--- src/rtl/cpu_pkg.sv ---
// Shared CPU-core constants: bus width, state/IR field widths and the OUT opcode.
package cpu_pkg;
   localparam int DATA_W  = 8;
   localparam int STATE_W = 3;
   localparam int IR_W    = 3;

   typedef logic [IR_W-1:0]    opcode_t;
   typedef logic [STATE_W-1:0] state_t;

   // Upstream decodes this opcode to generate the one-cycle cpu_wr strobe.
   localparam opcode_t OP_OUT = 3'b110;
endpackage

--- src/rtl/cpu_output_port_if.sv ---
// Bus bundle between the CPU/consumer side (master) and the output port (slave).
interface cpu_output_port_if
   import cpu_pkg::*;
#(
   parameter int DW    = cpu_pkg::DATA_W,
   parameter int PTR_W = 2
);
   logic [DW-1:0]  cpu_data;
   logic           cpu_wr;
   logic           cpu_halt;
   logic           stall;
   logic [DW-1:0]  out_data;
   logic           out_valid;
   logic           out_ready;
   logic [PTR_W:0] count;
   logic           overflow;
   logic [7:0]     wr_total;
   logic           done;

   modport master (
      output cpu_data, cpu_wr, cpu_halt, out_ready,
      input  stall, out_data, out_valid, count, overflow, wr_total, done
   );

   modport slave (
      input  cpu_data, cpu_wr, cpu_halt, out_ready,
      output stall, out_data, out_valid, count, overflow, wr_total, done
   );
endinterface

--- src/rtl/cpu_output_port_sync_fifo.sv ---
// Register-array FIFO with wrapping pointers and an explicit occupancy count.
module sync_fifo #(
   parameter int DATA_W = 8,
   parameter int DEPTH  = 4,
   parameter int PTR_W  = 2
) (
   input  logic              clk,
   input  logic              rst,
   input  logic              push,
   input  logic              pop,
   input  logic [DATA_W-1:0] wdata,
   output logic [DATA_W-1:0] rdata,
   output logic [PTR_W:0]    count,
   output logic              full,
   output logic              empty
);
   logic [DATA_W-1:0] mem [DEPTH];
   logic [PTR_W-1:0]  wr_ptr;
   logic [PTR_W-1:0]  rd_ptr;

   assign full  = (count == (PTR_W+1)'(DEPTH));
   assign empty = (count == '0);
   assign rdata = empty ? '0 : mem[rd_ptr];

   always_ff @(posedge clk) begin
      if (push)
         mem[wr_ptr] <= wdata;
   end

   // Pointers wrap naturally because DEPTH == 2**PTR_W.
   always_ff @(posedge clk or posedge rst) begin
      if (rst) begin
         wr_ptr <= '0;
         rd_ptr <= '0;
         count  <= '0;
      end else begin
         if (push)
            wr_ptr <= wr_ptr + 1'b1;
         if (pop)
            rd_ptr <= rd_ptr + 1'b1;
         if (push && !pop)
            count <= count + 1'b1;
         else if (pop && !push)
            count <= count - 1'b1;
      end
   end
endmodule

--- src/rtl/cpu_output_port.sv ---
// CPU OUT-byte capture: buffers writes in sync_fifo, tracks overflow, write total and halt/done.
module cpu_output_port
   import cpu_pkg::*;
#(
   parameter int DATA_W = cpu_pkg::DATA_W,
   parameter int DEPTH  = 4,
   parameter int PTR_W  = 2
) (
   input logic              clk,
   input logic              rst,
   cpu_output_port_if.slave bus
);
   logic push;
   logic pop;
   logic full;
   logic empty;
   logic halt_seen;

   assign pop  = bus.out_valid & bus.out_ready;
   // A write into a full FIFO still lands when the head leaves in the same cycle.
   assign push = bus.cpu_wr & (~full | pop);

   sync_fifo #(
      .DATA_W (DATA_W),
      .DEPTH  (DEPTH),
      .PTR_W  (PTR_W)
   ) u_fifo (
      .clk   (clk),
      .rst   (rst),
      .push  (push),
      .pop   (pop),
      .wdata (bus.cpu_data),
      .rdata (bus.out_data),
      .count (bus.count),
      .full  (full),
      .empty (empty)
   );

   assign bus.out_valid = ~empty;
   assign bus.stall     = full;
   assign bus.done      = halt_seen & empty;

   always_ff @(posedge clk or posedge rst) begin
      if (rst) begin
         bus.overflow <= 1'b0;
         bus.wr_total <= '0;
         halt_seen    <= 1'b0;
      end else begin
         if (bus.cpu_wr && !push)
            bus.overflow <= 1'b1;
         if (push)
            bus.wr_total <= bus.wr_total + 8'd1;
         if (bus.cpu_halt)
            halt_seen <= 1'b1;
      end
   end
endmodule

--- src/flat_wrapper.sv ---
// flat-port wrapper written by rule: the top's interface ports become plain ports
module cpu_output_port_flat import cpu_pkg::*;
#(
   parameter int DATA_W = cpu_pkg::DATA_W,
   parameter int DEPTH  = 4,
   parameter int PTR_W  = 2
)
  (clk, rst, bus_cpu_data, bus_cpu_wr, bus_cpu_halt, bus_out_ready, bus_stall, bus_out_data, bus_out_valid, bus_count, bus_overflow, bus_wr_total, bus_done);
  cpu_output_port_if #(.DW(8), .PTR_W(PTR_W)) bus_i ();
  input logic clk;
  input logic rst;
  input wire logic [$bits(bus_i.cpu_data)-1:0] bus_cpu_data;
  input wire logic [$bits(bus_i.cpu_wr)-1:0] bus_cpu_wr;
  input wire logic [$bits(bus_i.cpu_halt)-1:0] bus_cpu_halt;
  input wire logic [$bits(bus_i.out_ready)-1:0] bus_out_ready;
  output wire logic [$bits(bus_i.stall)-1:0] bus_stall;
  output wire logic [$bits(bus_i.out_data)-1:0] bus_out_data;
  output wire logic [$bits(bus_i.out_valid)-1:0] bus_out_valid;
  output wire logic [$bits(bus_i.count)-1:0] bus_count;
  output wire logic [$bits(bus_i.overflow)-1:0] bus_overflow;
  output wire logic [$bits(bus_i.wr_total)-1:0] bus_wr_total;
  output wire logic [$bits(bus_i.done)-1:0] bus_done;
  assign bus_i.cpu_data = bus_cpu_data;
  assign bus_i.cpu_wr = bus_cpu_wr;
  assign bus_i.cpu_halt = bus_cpu_halt;
  assign bus_i.out_ready = bus_out_ready;
  assign bus_stall = bus_i.stall;
  assign bus_out_data = bus_i.out_data;
  assign bus_out_valid = bus_i.out_valid;
  assign bus_count = bus_i.count;
  assign bus_overflow = bus_i.overflow;
  assign bus_wr_total = bus_i.wr_total;
  assign bus_done = bus_i.done;
  cpu_output_port #(.DATA_W(DATA_W), .DEPTH(DEPTH), .PTR_W(PTR_W)) u_core (.clk(clk), .rst(rst), .bus(bus_i));
endmodule
--- config.mk ---
export PLATFORM = sky130hd
export DESIGN_NAME = cpu_output_port_flat
export DESIGN_NICKNAME = d
export VERILOG_FILES = /design/src/rtl/cpu_pkg.sv /design/src/rtl/cpu_output_port_if.sv /design/src/rtl/cpu_output_port_sync_fifo.sv /design/src/rtl/cpu_output_port.sv /design/src/flat_wrapper.sv
export SDC_FILE = /design/constraint.sdc
export NUM_CORES = 1
export LEC_CHECK = 0
export BUFFER_PORTS_ARGS = -buffer_cell sky130_fd_sc_hd__buf_2
export CAP_MARGIN = 20
export CORE_UTILIZATION = 52
export CTS_BUF_LIST = sky130_fd_sc_hd__clkbuf_4 sky130_fd_sc_hd__clkbuf_8
export CTS_CLUSTER_DIAMETER = 150
export CTS_CLUSTER_SIZE = 24
export DETAILED_ROUTE_END_ITERATION = 10
export PLACE_DENSITY = 0.78
export SETUP_SLACK_MARGIN = 0.5
export SLEW_MARGIN = 20
export SYNTH_ARGS = -nofsm -noshare
export SYNTH_HDL_FRONTEND = slang
export SYNTH_SLANG_ARGS = --single-unit
--- constraint.sdc ---
create_clock -name clk -period 2.1 [get_ports clk]
set_input_delay 0.315 -clock clk [delete_from_list [all_inputs] [get_ports clk]]
set_output_delay 0.315 -clock clk [all_outputs]
set_load 0.01 [all_outputs]
==> run_results.csv, run 1 <==
group,metric,value,unit
final_layout,drive_gt1_share,50.0,%
logic_synthesis,syn_area_per_cell,16.4,µm²
logic_synthesis,synth_simple_gate_area_share,10.4,%
floorplanning,rows,22,
routing,drc,0,
logic_synthesis,synthFlopType,"edfxtp_1",
routing,drt_iter0_drc,54,
logic_synthesis,synth_edf_count,32,
logic_synthesis,synth_compound_area_share,0.601,%
logic_synthesis,synth_seq_area_share,66.6,%
sta,max_freq,0.468,GHz
final_layout,diodes,0,
logic_synthesis,synthesis.area,2080,µm²
logic_synthesis,synth_top_family_by_area,"simple AND/OR/NAND/NOR gates",
global_route,grt_pass1_wl,6290,µm
logic_synthesis,synth_xor_area_share,5.47,%
placed_design,gp_congestion,0.856,
logic_synthesis,synth-adder-area-share,4.57,%
sta,hold_viol,0,
global_route,grt_max_degree,18,
logic_synthesis,synth-seq-cells,49,
global_route,grt_use_total,21.1,%
sta,setup_ws,-36.3,ps
power,power_density,1450,nW/µm²
power,p_leak,1.11,nW
global_route,antenna_found_initial,0,
logic_synthesis,synth_mux_area_share,9.92,%
global_route,busiest_layer,"met2",
global_route,grt_use_met3,5.73,%
routing,post_drt_via_cell_ratio,5.37,
status,violations,"setup timing",
placed_design,post-place-ws,-142,ps
hold_path,hp-class,"in -> async",
logic_synthesis,syn_nets,147,
clocking,cts_tree,"done",
placed_design,portBuffers,35,
sta,drv_slew,0,
global_route,overflow,0,
sta,whs,103,ps
routing,wl_per_cell,17.4,µm
final_layout,finalNetCount,201,
clocking,cts_buffers,5,
floorplanning,placeableCoreArea,3740,µm²
sta,post-route-min-period,2140,ps
logic_synthesis,ys_warn_count,0,
final_layout,area_growth,28.9,%
power,ir_drop,670,µV
floorplanning,die_area,4260,µm²
status,outcome,"finished with violations",
setup_path,end_kind,"register",
routing,via_count,1236,
logic_synthesis,synth_cells,127,
power,finalPower,3.89,mW
clocking,path_clk_slew,90,ps
sta,rsz0062_at_grt,"yes",
floorplanning,boundaryPins,36,
clocking,clockRootBuffer,"clkbuf_8",
logic_synthesis,async_flop_share,34.7,%
sta,clock_skew,6.36,ps
setup_path,arrival,2320,ps
sta,setup_viol,2,
sta,slew_headroom,54.8,%
setup_path,crit_path_start_kind,"register",
global_route,grt_pass1_vias,1278,
global_route,grtUsageMet2,34.3,%
routing,dr.pass1.iters,4,
setup_path,critPathRequiredTime,2280,ps
clocking,clockBufferDepth,2,
clocking,clock_latency,300,ps
setup_path,worst-setup-path-type,"reg -> reg",
routing,wl,4010,µm
clocking,clock-sinks,49,
routing,antenna_left,0,
clocking,h-tree-depth,2,
run,maxCapViolations,0,
floorplanning,start_util,55.6,%
logic_synthesis,synthDistinctLibCells,32,
floorplanning,die_h,65.3,µm
sta,min_period_over_period,102,%
sta,worst_pin_slew,677,ps
placed_design,dp_hpwl,2590,µm
floorplanning,die_w,65.3,µm
global_route,grt_use_met1,27.7,%
setup_path,crit_fanout,4,
## report_power, final
part | total, mW | internal [mW] | switching, mW
clock network | 0.653 | 0.350 | 0.302
registers | 1.52 | 1.31 | 0.212
logic | 1.72 | 0.979 | 0.740
## worst paths after layout
kind / startpoint / end / slack [ps] / cells past startpoint
worst max-delay path: u_core.u_fifo.count[0] / u_core.u_fifo.count[1] / -40 / 6
worst min-delay path: rst / u_core.bus.wr_total[0] / 100 / 2
worst max register to register: u_core.u_fifo.count[0] / u_core.u_fifo.count[1] / -40 / 6
worst min register to register: u_core.bus.overflow / u_core.bus.overflow / 460 / 1
max in group asynchronous: rst / u_core.u_fifo.rd_ptr[1] / 1530 / 2
min in group clk: bus_cpu_halt / u_core.halt_seen / 210 / 2
## layout make-up
cell class / count / area [µm²]
Sequential cell: 49 / 1390
Fill cell: 258 / 1060
Multi-Input combinational cell: 67 / 718
Timing Repair Buffer: 53 / 387
Clock buffer: 5 / 68.8
Tap cell: 48 / 60.1
Clock inverter: 3 / 41.3
Inverter: 5 / 18.8
## registers in the layout (all words and copies together) (netlist names)
name,count
u_core.u_fifo.mem,32
u_core.bus.overflow,1
u_core.u_fifo.count,3
u_core.u_fifo.wr_ptr,2
u_core.u_fifo.rd_ptr,2
u_core.bus.wr_total,8
u_core.halt_seen,1
## through the flow
step / setup TNS (ps) / instance area (µm²) / utilization (%) / instances
2_1_floorplan: -283 / 2110 / - / 127
3_3_place_gp: 0 / 2400 / 64.1 / 215
3_5_place_dp: -206 / 2400 / 64.1 / 215
4_1_cts: -22.8 / 2620 / 70.0 / 227
5_1_grt: -152 / 2680 / 71.7 / 230
6_report: -39.4 / 2680 / 71.7 / 230
## worst max-delay path: stages (launching register included)
cell     delay [ps]
dfrtp_2         430
or4b_4          540
and2_4          170
ha_4            150
inv_2            50
fa_1            390
mux2_4          280
## synth_stat cells (2+ instances only)
master     n  area, µm²
and2_1     8       50.1
and3_2     4       30.0
clkbuf_1   3       11.3
dfrtp_1   17        425
edfxtp_1  32        961
ha_1       6       75.1
inv_1      5       18.8
mux4_2     8        180
nand2_1    3       11.3
nand3_1    5       25.0
nor2_1     3       11.3
nor3b_1    2       15.0
xnor2_1    7       61.3
xor2_1     6       52.6
## kinds of logic (layout without fill, tap and decap cells)
logic type,Yosys count,in the layout
adder cells (fa/ha/maj),7,7
XOR/XNOR,13,13
AO/OA/AOI/OAI,2,2
flip-flops,49,49
AND/OR/NAND/NOR,35,35
buffers and inverters,11,66
multiplexers,10,10
## repair_timing
action,in CTS,in global routing
hold buffers,0,0
gates cloned,0,0
setup endpoints to repair,46,53
pin swaps,8,13
resized for setup,22,9
setup buffers,4,3
hold endpoints to repair,0,0
## routing by layer
| layer | up-vias | share of wire (%) |
|---|---|---|
| met5 | - | 0 |
| met4 | 0 | 2.0 |
| met3 | 9 | 4.8 |
| met2 | 34 | 52 |
| met1 | 623 | 42 |
| li1 | 570 | - |
## placed cells by master, fill, tap and decap left out, types with 2 or more instances in the layout
| cell type | n |
|---|---|
| dfrtp_2 | 3 |
| xor2_1 | 6 |
| and2_1 | 4 |
| nand2_1 | 2 |
| clkbuf_8 | 5 |
| and2_4 | 5 |
| nor3b_1 | 2 |
| xnor2_1 | 7 |
| buf_6 | 11 |
| mux4_2 | 8 |
| and3_4 | 4 |
| nor2_1 | 2 |
| dfrtp_1 | 14 |
| inv_1 | 4 |
| mux2_4 | 2 |
| ha_1 | 5 |
| edfxtp_1 | 32 |
| buf_4 | 11 |
| buf_2 | 29 |
| nand3_1 | 5 |
(Power assumes the default switching activity.)
==> inputs of run 2 (changes only) <==
--- a/config.mk
+++ b/config.mk
@@ -5,8 +5,9 @@
 export SDC_FILE = /design/constraint.sdc
 export NUM_CORES = 1
 export LEC_CHECK = 0
+export ABC_CLOCK_PERIOD_IN_PS = 2100
 export BUFFER_PORTS_ARGS = -buffer_cell sky130_fd_sc_hd__buf_2
-export CAP_MARGIN = 20
+export CAP_MARGIN = 40
 export CORE_UTILIZATION = 52
 export CTS_BUF_LIST = sky130_fd_sc_hd__clkbuf_4 sky130_fd_sc_hd__clkbuf_8
 export CTS_CLUSTER_DIAMETER = 150
@@ -17,4 +18,5 @@
 export SLEW_MARGIN = 20
 export SYNTH_ARGS = -nofsm -noshare
 export SYNTH_HDL_FRONTEND = slang
+export SYNTH_HIERARCHICAL = 1
 export SYNTH_SLANG_ARGS = --single-unit
==> run 2 against run 1 <==
- the flow now finishes without violations
- sequential power is essentially flat
- highest routed layer unchanged
- clock skew grew 2.8 ps
- synthesized cell count shrank 4.7%
==> run_results.csv, run 2 <==
group,metric,value,unit
routing,drt_iter0_drc,83,
floorplanning,die_h,64.9,µm
setup_path,worst-setup-path-type,"reg -> reg",
placed_design,dp.cells,207,
setup_path,cpMaxStageDelayCell,"dfrtp_2",
sta,post-route-min-period,2080,ps
routing,post_drt_via_cell_ratio,5.20,
setup_path,crit_fanout,3,
floorplanning,boundaryPins,36,
placed_design,dp_hpwl,2490,µm
global_route,antenna_found_initial,0,
logic_synthesis,synthFlopType,"edfxtp_1",
global_route,grt_pass1_vias,1200,
final_layout,mostFrequentLayoutCell,"edfxtp_1",
global_route,grt_use_total,20.0,%
hold_path,hp-class,"in -> reg",
logic_synthesis,ys_top_cells_by_count,"edfxtp_1 (32), dfrtp_1 (17)",
logic_synthesis,synth_simple_gate_area_share,8.40,%
clocking,h-tree-depth,2,
setup_path,r2r_slack,20,ps
sta,min_period_over_period,98.9,%
clocking,path_clk_slew,90,ps
routing,drc,0,
clocking,clock_latency,300,ps
logic_synthesis,synth_xor_area_share,5.54,%
logic_synthesis,synth_area_leader_cell,"edfxtp_1",
logic_synthesis,synth_cells,121,
status,outcome,"completed",
logic_synthesis,synthDistinctLibCells,27,
setup_path,path_delay_family,"adder cells",
logic_synthesis,syn_nets,141,
sta,worst_pin_slew,447,ps
logic_synthesis,synth-seq-cells,49,
setup_path,cp_num_cells,9,
logic_synthesis,async_flop_share,34.7,%
floorplanning,start_util,55.3,%
final_layout,final_cell_mix,"edfxtp_1 (32), buf_2 (31), buf_4 (16), dfrtp_1 (14), buf_6 (9)",
placed_design,portBuffers,35,
setup_path,crit_path_start_kind,"register",
logic_synthesis,synth_most_common_cell,"edfxtp_1",
final_layout,area_growth,33.9,%
sta,setup_viol,0,
routing,via_count,1222,
sta,hold_viol,0,
setup_path,arrival,2300,ps
setup_path,slowest_delay,450,ps
routing,wl,4020,µm
global_route,overflow,0,
final_layout,multi_input_area,708,µm²
routing,dr.pass1.iters,4,
global_route,grt_pass1_wl,5950,µm
final_layout,largest_register_ffs,32,
setup_path,cp_common_cell,"xor2_1",
power,power_density,1460,nW/µm²
clocking,cts_tree,"done",
final_layout,finalNetCount,206,
logic_synthesis,synth_mux_area_share,9.87,%
logic_synthesis,synthesis.area,2050,µm²
power,ir_drop,756,µV
sta,drv_slew,0,
setup_path,critical_path_buf_inv_count,2,
clocking,clockBufferDepth,2,
final_layout,regMostFlops,"u_core/u_fifo/mem",
logic_synthesis,synth_edf_count,32,
final_layout,seq_area,1390,µm²
routing,wl_per_cell,17.1,µm
logic_synthesis,synthTopCellsByArea,"edfxtp_1 (47%), dfrtp_1 (21%), mux4_2 (8.8%), ha_1 (3.7%), xnor2_1 (3.4%)",
sta,rsz0062_at_grt,"yes",
final_layout,diodes,0,
setup_path,crit_chain,"buf_4 -> nor3b_4 -> a21boi_4 -> ha_4 -> inv_2 -> fa_2 -> xor2_1 -> nor2_1 -> xor2_1",
final_layout,fillers,231,
setup_path,worstSetupEndpoint,"u_core/u_fifo/count[2]",
logic_synthesis,synth_compound_area_share,1.83,%
placed_design,gp_congestion,0.758,
setup_path,critPathRequiredTime,2330,ps
floorplanning,die_w,64.9,µm
run,maxCapViolations,0,
power,finalPower,4.02,mW
clocking,clockRootBuffer,"clkbuf_8",
hold_path,hold_depth,2,
setup_path,reg2reg_from,"u_core/u_fifo/count[2]",
setup_path,reg2regPathDepth,9,
logic_synthesis,synth_seq_area_share,67.5,%
setup_path,end_kind,"register",
floorplanning,die_area,4210,µm²
clocking,clock-sinks,49,
logic_synthesis,synth_top_family_by_area,"multiplexers",
global_route,grt_max_degree,17,
sta,clock_skew,9.16,ps
setup_path,reg2reg_to,"u_core/u_fifo/count[2]",
power,p_leak,1.15,nW
floorplanning,placeableCoreArea,3720,µm²
final_layout,fin_cells,235,
floorplanning,rows,22,
logic_synthesis,synth-adder-area-share,4.63,%
clocking,cts_buffers,5,
routing,antenna_left,0,
final_layout,drive_gt1_share,54.5,%
sta,slew_headroom,70.2,%
sta,max_freq,0.481,GHz
setup_path,crit_start,"u_core/u_fifo/count[2]",
logic_synthesis,yosysTopAreaCellShare,46.8,%
logic_synthesis,ys_warn_count,6,
final_layout,reg_top3,"u_core/u_fifo/mem x32, u_core/bus.wr_total x8, u_core/u_fifo/count x3",
logic_synthesis,syn_area_per_cell,17.0,µm²
==> run 2: cell types whose count changed in the layout (fill, tap and decap cells not counted), moves of 2 or more <==
cell     before  now
nand4_1       1    3
nor3b_1       2    0
buf_4        11   16
and3_4        4    0
nand3_1       5    1
nor2b_1       0    5
nor2b_4       0    3
and2_1        4    0
buf_2        29   31
buf_6        11    9
inv_4         0    2
==> run 2: per-stage QoR <==
stage	hold slack [ps]	utilization [%]	area [µm²]	setup TNS, ps	setup WS (ps)
2_1_floorplan	118	-	2090	-15.0	-15.0
3_3_place_gp	276	63.1	2350	0	201
3_5_place_dp	282	63.1	2350	0	82.3
4_1_cts	199	71.2	2650	0	124
5_1_grt	204	74.0	2750	-48.9	-48.9
6_report	207	74.0	2750	0	22.3
==> run 2: how the worst min path moves through the flow <==
stage | from | end | slack, ps
after floorplan | rst | u_core/u_fifo/rd_ptr[0] | 120
after global placement | rst | u_core/u_fifo/wr_ptr[0] | 280
after detailed placement | rst | u_core/u_fifo/wr_ptr[1] | 280
after CTS | bus_cpu_halt | u_core/halt_seen | 200
after global routing | bus_cpu_halt | u_core/halt_seen | 200
final | bus_cpu_halt | u_core/halt_seen | 210
==> run 2: layer usage <==
| metal | up-vias | track usage (%) | share of wire [%] |
|---|---|---|---|
| li1 | 565 | - | - |
| met1 | 623 | 24.1 | 40 |
| met2 | 29 | 33.7 | 55 |
| met3 | 5 | 4.05 | 3.0 |
| met4 | 0 | 10.8 | 1.4 |
| met5 | - | 0 | 0 |
==> run 2: timing repair <==
item,in CTS,in global routing
hold buffers,1,0
buffers inserted,14,5
pin swaps,10,10
setup endpoints to repair,45,51
gates resized for setup,17,14
endpoints found under the hold margin,17,0
==> run 2: final cells by class <==
class                   count  area share (%)
clock buffers               5            2.50
clock inverters             3            1.68
inverters                   8            1.27
multi-input cells          62            25.8
flip-flops and latches     49            50.5
well taps                  48            2.18
repair buffers             60            16.1
==> run 2: where the power goes <==
part	internal, mW	switching, mW
Combinational	1.05	0.780
Clock	0.356	0.307
Sequential	1.31	0.221
Total	2.72	1.31
==> run 2: cell families after synthesis <==
logic type	count (synthesis)
flip-flops	49
AND/OR/NAND/NOR	28
XOR/XNOR	13
buffers and inverters	10
multiplexers	10
adder cells (fa/ha/maj)	7
AO/OA/AOI/OAI	4
==> inputs of run 3 (changes only) <==
--- a/config.mk
+++ b/config.mk
@@ -13,7 +13,7 @@
 export CTS_CLUSTER_DIAMETER = 150
 export CTS_CLUSTER_SIZE = 24
 export DETAILED_ROUTE_END_ITERATION = 10
-export PLACE_DENSITY = 0.78
+export PLACE_DENSITY = 0.83
 export SETUP_SLACK_MARGIN = 0.5
 export SLEW_MARGIN = 20
 export SYNTH_ARGS = -nofsm -noshare
==> run 3 against run 2 <==
- register-to-register slack better by 30 ps
- flip-flop and latch count stayed put
- clock power hardly changed
- core utilization is 1.2 points lower
- sequential power hardly changed
- via count is 2.9% lower
- clock-buffer cell count stayed put
- total power is 0.62% higher
- critical endpoint is now u_core/u_fifo/count[1]
==> run_results.csv, run 3 (synthesized netlist as in run 2, its figures left out) <==
group,metric,value,unit
floorplanning,rows,22,
sta,rsz0062_at_grt,"yes",
global_route,overflow,0,
global_route,grt_use_total,21.0,%
sta,clock_skew,6.94,ps
placed_design,portBuffers,35,
setup_path,crit_start,"u_core/u_fifo/count[1]",
setup_path,worst-setup-path-type,"reg -> reg",
clocking,path_clk_slew,90,ps
final_layout,largest_register_ffs,32,
clocking,cts_buffers,5,
final_layout,regMostFlops,"u_core/u_fifo/mem",
hold_path,hp-class,"in -> reg",
status,outcome,"completed",
sta,hold_viol,0,
routing,via_count,1186,
floorplanning,boundaryPins,36,
setup_path,reg2regPathDepth,7,
placed_design,post-place-ws,13.5,ps
final_layout,diodes,0,
placed_design,placed_area,2340,µm²
sta,max_freq,0.489,GHz
setup_path,crit_path_start_kind,"register",
routing,post_drt_via_cell_ratio,5.18,
routing,antenna_left,0,
hold_path,min_from,"bus_cpu_halt",
placed_design,dp.cells,206,
clocking,cts_tree,"done",
setup_path,r2r_slack,60,ps
clocking,h-tree-depth,2,
final_layout,area_growth,31.7,%
sta,min_period_over_period,97.4,%
sta,setup_tns,0,ps
setup_path,end_kind,"register",
floorplanning,die_area,4210,µm²
sta,setup_viol,0,
setup_path,arrival,2230,ps
sta,whs,203,ps
floorplanning,placeableCoreArea,3720,µm²
power,ir_drop,845,µV
setup_path,cpMaxStageDelayCell,"dfrtp_2",
setup_path,reg2reg_to,"u_core/u_fifo/count[1]",
setup_path,reg2reg_from,"u_core/u_fifo/count[1]",
global_route,grt_pass1_wl,6040,µm
final_layout,mostFrequentLayoutCell,"edfxtp_1",
setup_path,slowest_delay,440,ps
power,power_density,1500,nW/µm²
clocking,clock-sinks,49,
global_route,grt_max_degree,17,
routing,drc,0,
hold_path,min_to,"u_core/halt_seen",
final_layout,final_cell_mix,"edfxtp_1 (32), buf_2 (30), dfrtp_1 (13), buf_4 (12)",
final_layout,finish.utilization,72.8,%
routing,drt_iter0_drc,51,
final_layout,fin_cells,229,
floorplanning,die_w,64.9,µm
sta,drv_slew,0,
final_layout,finalNetCount,200,
final_layout,reg_top3,"u_core/u_fifo/mem x32, u_core/bus.wr_total x8, u_core/u_fifo/count x3",
routing,wl_per_cell,17.6,µm
sta,slew_headroom,69.1,%
sta,worst_pin_slew,463,ps
global_route,antenna_found_initial,0,
power,p_leak,1.11,nW
run,maxCapViolations,0,
clocking,clockBufferDepth,2,
floorplanning,start_util,55.3,%
setup_path,critPathRequiredTime,2290,ps
clocking,clock_latency,300,ps
sta,setup_ws,55.3,ps
final_layout,drive_gt1_share,52.5,%
routing,dr.pass1.iters,4,
global_route,grt_pass1_vias,1196,
power,finalPower,4.05,mW
clocking,clockRootBuffer,"clkbuf_8",
sta,post-route-min-period,2040,ps
final_layout,fillers,238,
hold_path,hold_depth,2,
floorplanning,die_h,64.9,µm
placed_design,gp_congestion,0.758,
setup_path,crit_chain,"buf_4 -> nor3b_4 -> a21boi_4 -> ha_4 -> inv_2 -> fa_2 -> mux2_2",
routing,wl,4020,µm
final_layout,finish.instance_area,2710,µm²
setup_path,crit_fanout,4,
run 3: worst max path at each step:
stage | end | slack, ps | cells after the start
floorplan | u_core/u_fifo/count[1] | -10 | 7
global placement | u_core/u_fifo/count[2] | 210 | 10
detailed placement | u_core/u_fifo/count[2] | 10 | 10
CTS | u_core/u_fifo/count[2] | 90 | 10
global route | u_core/u_fifo/count[1] | 4 | 7
finish | u_core/u_fifo/count[1] | 60 | 7
run 3: critical path, delay by kind of cell, from the launching register on:
family,cells,cell delay [ps]
AO/OA/AOI/OAI,1,110
AND/OR/NAND/NOR,1,260
adder cells (fa/ha/maj),2,610
buffers and inverters,2,220
multiplexers,1,290
flip-flops,1,440
run 3: layout make-up:
| type | count | area, µm² | area share [%] |
|---|---|---|---|
| clock buffer | 5 | 68.8 | 2.54 |
| multi-input combinational | 62 | 696 | 25.7 |
| inverter | 8 | 32.5 | 1.20 |
| sequential | 49 | 1390 | 51.4 |
| clock inverter | 3 | 46.3 | 1.71 |
| timing repair buffer | 54 | 412 | 15.2 |
| tap | 48 | 60.1 | 2.22 |
run 3: power by group:
part	internal [mW]	switching, mW	leakage, nW	total (mW)
Sequential	1.31	0.229	0.490	1.54
Clock	0.356	0.308	0.0543	0.664
Combinational	1.05	0.796	0.567	1.84
Total	2.72	1.33	1.11	4.05
run 3: metal layers:
metal  part of all wire [%]  track usage [%]  up-vias  wire, µm
li1                       -                -      551         -
met3                    4.2             6.34        7       168
met2                     53             34.0       31      2150
met4                    2.0             10.6        0        82
met5                      0                0        -         0
met1                     40             25.4      597      1620
run 3: what timing repair did:
item / 4_1_cts / 5_1_grt
hold buffers: 1 / 0
pin swaps: 6 / 2
endpoints found under the setup margin: 45 / 47
gates cloned: 2 / 0
setup buffers: 7 / 5
endpoints found under the hold margin: 17 / 0
resized for setup: 7 / 22
